==> config.mk <==
export PLATFORM = sky130hd
export DESIGN_NAME = conv_result_sink_flat
export DESIGN_NICKNAME = d
export VERILOG_FILES = /design/src/rtl/conv_result_sink_if.sv /design/src/rtl/conv_result_sink.sv /design/src/flat_wrapper.sv
export SDC_FILE = /design/constraint.sdc
export NUM_CORES = 1
export LEC_CHECK = 0
export BUFFER_PORTS_ARGS = -buffer_cell sky130_fd_sc_hd__buf_2
export CAP_MARGIN = 40
export CORE_AREA = 5 5 156 158
export DETAILED_ROUTE_END_ITERATION = 8
export DIE_AREA = 0 0 161 163
export PLACE_DENSITY = 0.76
export SKIP_LAST_GASP = 1
export SLEW_MARGIN = 0
export SYNTH_ARGS = -nofsm -noshare
export SYNTH_HDL_FRONTEND = slang
export SYNTH_SLANG_ARGS = --single-unit
==> constraint.sdc <==
create_clock -name clock -period 17.3 [get_ports clock]
set_clock_uncertainty 0.15 [all_clocks]
set_input_delay 3.46 -clock clock [delete_from_list [all_inputs] [get_ports clock]]
set_output_delay 3.46 -clock clock [all_outputs]
set_load 0.02 [all_outputs]
==> src/rtl/conv_result_sink_if.sv <==
// Handshake bundle between the conv engine / downstream consumer and conv_result_sink.
// The master side drives config, results and out_ready; the slave is the sink itself.
interface conv_result_sink_if #(
    parameter int unsigned DIM_W = 8
) ();
    logic             start;
    logic [DIM_W-1:0] out_dim;
    logic [4:0]       shift_amt;
    logic             relu_en;
    logic [31:0]      result;
    logic             resultValid;
    logic             out_accepting_values;
    logic [7:0]       out_data;
    logic             out_valid;
    logic             out_ready;
    logic             out_last_col;
    logic             out_last_frame;
    logic             frame_done;
    logic             busy;

    modport master (
        output start, out_dim, shift_amt, relu_en, result, resultValid, out_ready,
        input  out_accepting_values, out_data, out_valid, out_last_col, out_last_frame,
               frame_done, busy
    );

    modport slave (
        input  start, out_dim, shift_amt, relu_en, result, resultValid, out_ready,
        output out_accepting_values, out_data, out_valid, out_last_col, out_last_frame,
               frame_done, busy
    );
endinterface

==> src/rtl/conv_result_sink.sv <==
// Conv result sink: requantizes 32-bit results to int8, buffers them in a FWFT FIFO and
// streams them out with row/column tags, one out_dim x out_dim frame per start pulse.
module conv_result_sink #(
    parameter int unsigned FIFO_DEPTH = 4,
    parameter int unsigned DIM_W      = 8
) (
    input logic               clock,
    input logic               reset,
    conv_result_sink_if.slave bus
);
    localparam int unsigned AW = $clog2(FIFO_DEPTH);
    localparam int unsigned CW = AW + 1;
    localparam int unsigned TW = 2 * DIM_W;

    typedef enum logic [1:0] {StIdle, StRun, StDrain, StDone} state_e;

    state_e           state_q;
    logic [DIM_W-1:0] dim_q, col_q, row_q;
    logic [4:0]       shift_q;
    logic             relu_q;
    logic [TW-1:0]    accepted_q, target;
    logic [7:0]       mem_q [FIFO_DEPTH];
    logic [AW-1:0]    wr_ptr_q, rd_ptr_q;
    logic [CW-1:0]    count_q;
    logic             accepting, push, pop, last_col, last_row;
    logic [7:0]       requant;
    logic signed [31:0] bias, sum, shifted, clamped;

    assign target    = TW'(dim_q) * TW'(dim_q);
    assign accepting = (state_q == StRun) && (count_q < CW'(FIFO_DEPTH)) && (accepted_q < target);
    assign push      = bus.resultValid && accepting;
    assign pop       = (count_q != '0) && bus.out_ready;
    assign last_col  = (col_q == dim_q - DIM_W'(1));
    assign last_row  = (row_q == dim_q - DIM_W'(1));

    // Round half up, arithmetic shift, optional ReLU, then saturate to int8.
    always_comb begin
        bias    = (shift_q != 5'd0) ? (32'sd1 <<< (shift_q - 5'd1)) : 32'sd0;
        sum     = $signed(bus.result) + bias;
        shifted = sum >>> shift_q;
        clamped = (relu_q && (shifted < 32'sd0)) ? 32'sd0 : shifted;
        if (clamped > 32'sd127) begin
            requant = 8'h7f;
        end else if (clamped < -32'sd128) begin
            requant = 8'h80;
        end else begin
            requant = clamped[7:0];
        end
    end

    assign bus.out_accepting_values = accepting;
    assign bus.out_valid            = (count_q != '0);
    assign bus.out_data             = mem_q[rd_ptr_q];
    assign bus.out_last_col         = last_col;
    assign bus.out_last_frame       = last_col && last_row;
    assign bus.busy                 = (state_q != StIdle);
    assign bus.frame_done           = (state_q == StDone);

    always_ff @(posedge clock) begin
        if (push) begin
            mem_q[wr_ptr_q] <= requant;
        end
    end

    always_ff @(posedge clock) begin
        if (reset) begin
            state_q    <= StIdle;
            dim_q      <= '0;
            shift_q    <= '0;
            relu_q     <= 1'b0;
            accepted_q <= '0;
            wr_ptr_q   <= '0;
            rd_ptr_q   <= '0;
            count_q    <= '0;
            col_q      <= '0;
            row_q      <= '0;
        end else begin
            if (push) begin
                wr_ptr_q   <= wr_ptr_q + AW'(1);
                accepted_q <= accepted_q + TW'(1);
            end
            if (pop) begin
                rd_ptr_q <= rd_ptr_q + AW'(1);
                if (last_col) begin
                    col_q <= '0;
                    row_q <= row_q + DIM_W'(1);
                end else begin
                    col_q <= col_q + DIM_W'(1);
                end
            end
            unique case ({push, pop})
                2'b10:   count_q <= count_q + CW'(1);
                2'b01:   count_q <= count_q - CW'(1);
                default: count_q <= count_q;
            endcase

            unique case (state_q)
                StIdle: begin
                    if (bus.start && (bus.out_dim != '0)) begin
                        state_q    <= StRun;
                        dim_q      <= bus.out_dim;
                        shift_q    <= bus.shift_amt;
                        relu_q     <= bus.relu_en;
                        accepted_q <= '0;
                        col_q      <= '0;
                        row_q      <= '0;
                    end
                end
                StRun: begin
                    if (push && (accepted_q + TW'(1) == target)) begin
                        state_q <= StDrain;
                    end
                end
                StDrain: begin
                    // Leave as the final element pops so frame_done lands the next cycle.
                    if ((count_q == '0) || (pop && (count_q == CW'(1)))) begin
                        state_q <= StDone;
                    end
                end
                StDone:  state_q <= StIdle;
                default: state_q <= StIdle;
            endcase
        end
    end
endmodule

==> src/flat_wrapper.sv <==
// flat-port wrapper written by rule: the top's interface ports become plain ports
module conv_result_sink_flat 
#(
    parameter int unsigned FIFO_DEPTH = 4,
    parameter int unsigned DIM_W      = 8
)
  (clock, reset, bus_start, bus_out_dim, bus_shift_amt, bus_relu_en, bus_result, bus_resultValid, bus_out_ready, bus_out_accepting_values, bus_out_data, bus_out_valid, bus_out_last_col, bus_out_last_frame, bus_frame_done, bus_busy);
  conv_result_sink_if #(.DIM_W(DIM_W)) bus_i ();
  input logic clock;
  input logic reset;
  input wire logic [$bits(bus_i.start)-1:0] bus_start;
  input wire logic [$bits(bus_i.out_dim)-1:0] bus_out_dim;
  input wire logic [$bits(bus_i.shift_amt)-1:0] bus_shift_amt;
  input wire logic [$bits(bus_i.relu_en)-1:0] bus_relu_en;
  input wire logic [$bits(bus_i.result)-1:0] bus_result;
  input wire logic [$bits(bus_i.resultValid)-1:0] bus_resultValid;
  input wire logic [$bits(bus_i.out_ready)-1:0] bus_out_ready;
  output wire logic [$bits(bus_i.out_accepting_values)-1:0] bus_out_accepting_values;
  output wire logic [$bits(bus_i.out_data)-1:0] bus_out_data;
  output wire logic [$bits(bus_i.out_valid)-1:0] bus_out_valid;
  output wire logic [$bits(bus_i.out_last_col)-1:0] bus_out_last_col;
  output wire logic [$bits(bus_i.out_last_frame)-1:0] bus_out_last_frame;
  output wire logic [$bits(bus_i.frame_done)-1:0] bus_frame_done;
  output wire logic [$bits(bus_i.busy)-1:0] bus_busy;
  assign bus_i.start = bus_start;
  assign bus_i.out_dim = bus_out_dim;
  assign bus_i.shift_amt = bus_shift_amt;
  assign bus_i.relu_en = bus_relu_en;
  assign bus_i.result = bus_result;
  assign bus_i.resultValid = bus_resultValid;
  assign bus_i.out_ready = bus_out_ready;
  assign bus_out_accepting_values = bus_i.out_accepting_values;
  assign bus_out_data = bus_i.out_data;
  assign bus_out_valid = bus_i.out_valid;
  assign bus_out_last_col = bus_i.out_last_col;
  assign bus_out_last_frame = bus_i.out_last_frame;
  assign bus_frame_done = bus_i.frame_done;
  assign bus_busy = bus_i.busy;
  conv_result_sink #(.FIFO_DEPTH(FIFO_DEPTH), .DIM_W(DIM_W)) u_core (.clock(clock), .reset(reset), .bus(bus_i));
endmodule
==> reports/metrics.csv <==
metric;value;unit
fin. max-slew vios;0;
remaining global-route overflow;0;
cell taking the most area after synthesis;ha_1;
worst hold margin;354;ps
vias per inst;6.21;
number of global-route vias before repair;10300;
Area contributors post-synth;ha_1, dfxtp_1, edfxtp_1, nor2_1, fa_1;
placed cells;1703;
hold-fix buffers at CTS;0;
worst setup path start;u_core.dim_q[4]$_SDFFE_PP0P_;
first drt pass iteration count;6;
DRT antenna net count;0;
Worst path max stage delay;590;ps
CP max FO;12;
final hold viol count;0;
pre-CTS setup slack;7830;ps
CTS max path bufs;2;
CTS resizes;0;
CTS tree;yes;
Worst path depth;23;
count leader, synth;nor2_1;
status;finished clean;
RR Startpoint;u_core.dim_q[4]$_SDFFE_PP0P_;
WP buf/inv;5;
crit path to;bus_out_accepting_values;
predominant post-synthesis flop cell;dfxtp_1;
Avg WL per Cell;18.4;um
Worst-Margin Slew;966;ps
Max-Cap Viols;0;
reg-to-reg endpoint;u_core.count_q[2]$_SDFFE_PP0P_;
DR iter-0 viols;878;
yosys warns;0;
Cells after Synth;1417;
core footprint;23000;sq um
CP Class;reg2out;
HP Class;reg2reg;
Syn Area/Cell;7.93;sq um
DP Wirelength;24.7;mm
die height;163;um
vias;10700;
port bufs;64;
CTS root buf;clkbuf_16;
Setup Fix Bufs, Post-CTS;0;
Layout Cells excl Fill;1719;
PwrDens;90.2;nW/um^2
num rows;56;
worst vdd ir;0.0000622;V
Initial Util;48.9;%
die width;161;um
residual DRC count;0;
All-Layer GR Usage;23.7;%
antenna violations before repair;0;
critical path startpoint category;flip-flop;
Clock transition at path regs;70;ps
die area;26200;sq um
area delta synth->final;6.52;%
top cell type's share of synthesized area;10.7;%
WP data required;13690;ps
syn nets;1591;
layout cells sized above 1;10.2;%
Yosys reg bits;89;
CP Capture Type;output pin;
Max-slew headroom;35.1;%
Worst R2R Path Depth;27;
fin crit share;57.0;%
r2r setup slk;10060;ps
WP data arrival;6250;ps
slowest CP cell;a2111oi_0;
crit-path cells;and2_1, inv_1, fa_1, inv_1, fa_1, ha_1, inv_1, fa_1, inv_1, ha_1, a21oi_1, o21ai_0, a21oi_1, o21bai_1, a2111oi_0, o21ai_0, xnor2_1, ha_1, nor2b_1, o21ai_0, and3_1, o21a_1, buf_2;
Peak Freq;101;MHz
setup TNS;0;ps
RSZ-0062 raised after global routing;false;
Cell Area, Synth;11200;sq um
CTS H-Tree Depth;3;
Setup Viol. Count Final;0;
num ports;65;
Power Total;1080;uW
clk sinks;89;
Leakage;0.00498;uW
register area share after synthesis;18.7;%
largest net degree at the start of global routing;41;
NumNets Final;1598;
hold depth;2;
crit-path leading delay family;adder cells;
setup ws final;7440;ps
Post-synth top cells;nor2_1, nand2_1, ha_1;
Routed WL;31.7;mm
Yosys cell types;101;
global-route wire length before repair;52.0;mm
EDFF count, synth;32;
clock buffer count from CTS;9;
fraction of registers with async set/reset;0;%
clk_lat worst skew;340;ps
Final min period;9860;ps
Most common cell on crit path;inv_1;
gp weighted congestion;0.982;
diodes inserted;0;
## cell type report
type / count / area (sq um)
clock buffer: 9 / 225
clock inverter: 7 / 73.8
fill: 2156 / 11000
inverter: 87 / 327
multi-input combinational: 1161 / 8470
sequential: 89 / 2100
tap: 290 / 363
timing repair buffer: 76 / 410
## cell families after synthesis
family / after synthesis / synth area share [%]
and+or+nand+nor: 510 / 21.9
AOI/OAI and AO/OA: 361 / 22.7
buffers and inverters: 167 / 5.92
adders and majority gates: 123 / 15.5
xor gates and xnor gates: 118 / 9.32
DFF: 89 / 18.7
muxes: 49 / 5.92
## worst min-delay path by stage
stage	startpoint	end	slack (ps)
after floorplan	u_core.accepted_q[1]$_SDFF_PP0_	u_core.accepted_q[1]$_SDFF_PP0_	310
after global placement	u_core.accepted_q[1]$_SDFF_PP0_	u_core.accepted_q[1]$_SDFF_PP0_	320
after detailed placement	u_core.accepted_q[1]$_SDFF_PP0_	u_core.accepted_q[1]$_SDFF_PP0_	340
after CTS	u_core.accepted_q[1]$_SDFF_PP0_	u_core.accepted_q[1]$_SDFF_PP0_	350
after global routing	u_core.accepted_q[1]$_SDFF_PP0_	u_core.accepted_q[1]$_SDFF_PP0_	370
final	u_core.accepted_q[1]$_SDFF_PP0_	u_core.accepted_q[1]$_SDFF_PP0_	350
## per-layer routing
layer / track usage [%] / wire length, um
met5: 0 / 0
met4: 6.75 / 765
met3: 3.04 / 1910
met2: 40.9 / 15100
met1: 31.3 / 13900
## sequential cells by signal (all words and copies together), names as in the netlist, named ones only
name,cells
u_core.state_q,2
u_core.wr_ptr_q,2
u_core.shift_q,5
u_core.mem_q,32
u_core.col_q,8
u_core.rd_ptr_q,2
u_core.accepted_q,16
u_core.row_q,8
u_core.count_q,3
u_core.relu_q,1
u_core.dim_q,8
## placed cells by master (no fill, tap or decap), types with 5 or more instances in the layout
cell and instances:
ha_1 96, nor2b_1 7, and4_1 8, a2111oi_0 6, nor3_1 33, a31oi_1 5, o21a_1 15, edfxtp_1 32
xnor2_1 59, dfxtp_1 57, nor2_1 150, o221a_2 5, clkbuf_16 9, nor4_1 15, or3_1 9, o211ai_1 12
and2_1 36, fa_1 27, nand2_1 131, o31ai_1 7, o22ai_1 11, inv_1 83, nand3_1 40, mux2i_1 32
xor2_1 58, a21oi_1 90, nand2b_1 14, a211oi_1 23, o21bai_1 9, a221oi_1 8, o21ai_1 5, o311ai_0 5
nand4_1 24, buf_2 64, mux4_2 11, buf_4 12, o21ai_0 66, and3_1 23, a21o_1 10
## stage by stage
stage / area [sq um] / util [%]
final: 12000 / 52.1
after floorplan: 11200 / -
after detailed placement: 11700 / 50.8
after global placement: 11700 / 50.8
after global routing: 12000 / 52.1
after CTS: 12000 / 52.1
## worst reg2reg max path, stage by stage, from the launching register on
cell       delay [ps]
dfxtp_1           580
and2_1            240
inv_1              70
fa_1              390
inv_1              80
fa_1              430
ha_1              290
inv_1              50
fa_1              530
inv_1              40
ha_1              320
a21oi_1           240
o21ai_0           110
a21oi_1           230
o21bai_1          120
a2111oi_0         590
o21ai_0           230
xnor2_1           280
ha_1              300
nor2b_1           130
o21ai_0           150
and3_1            240
o2111ai_1         240
nand2_1           160
inv_1             100
ha_1              360
or3_1             400
a21oi_1           140
## power by group
part           internal, uW  switching [uW]  leakage, uW
logic                   234             385      0.00409
registers               242            29.0     0.000744
clock network           101            89.0     0.000146
(Power assumes the default switching activity.)
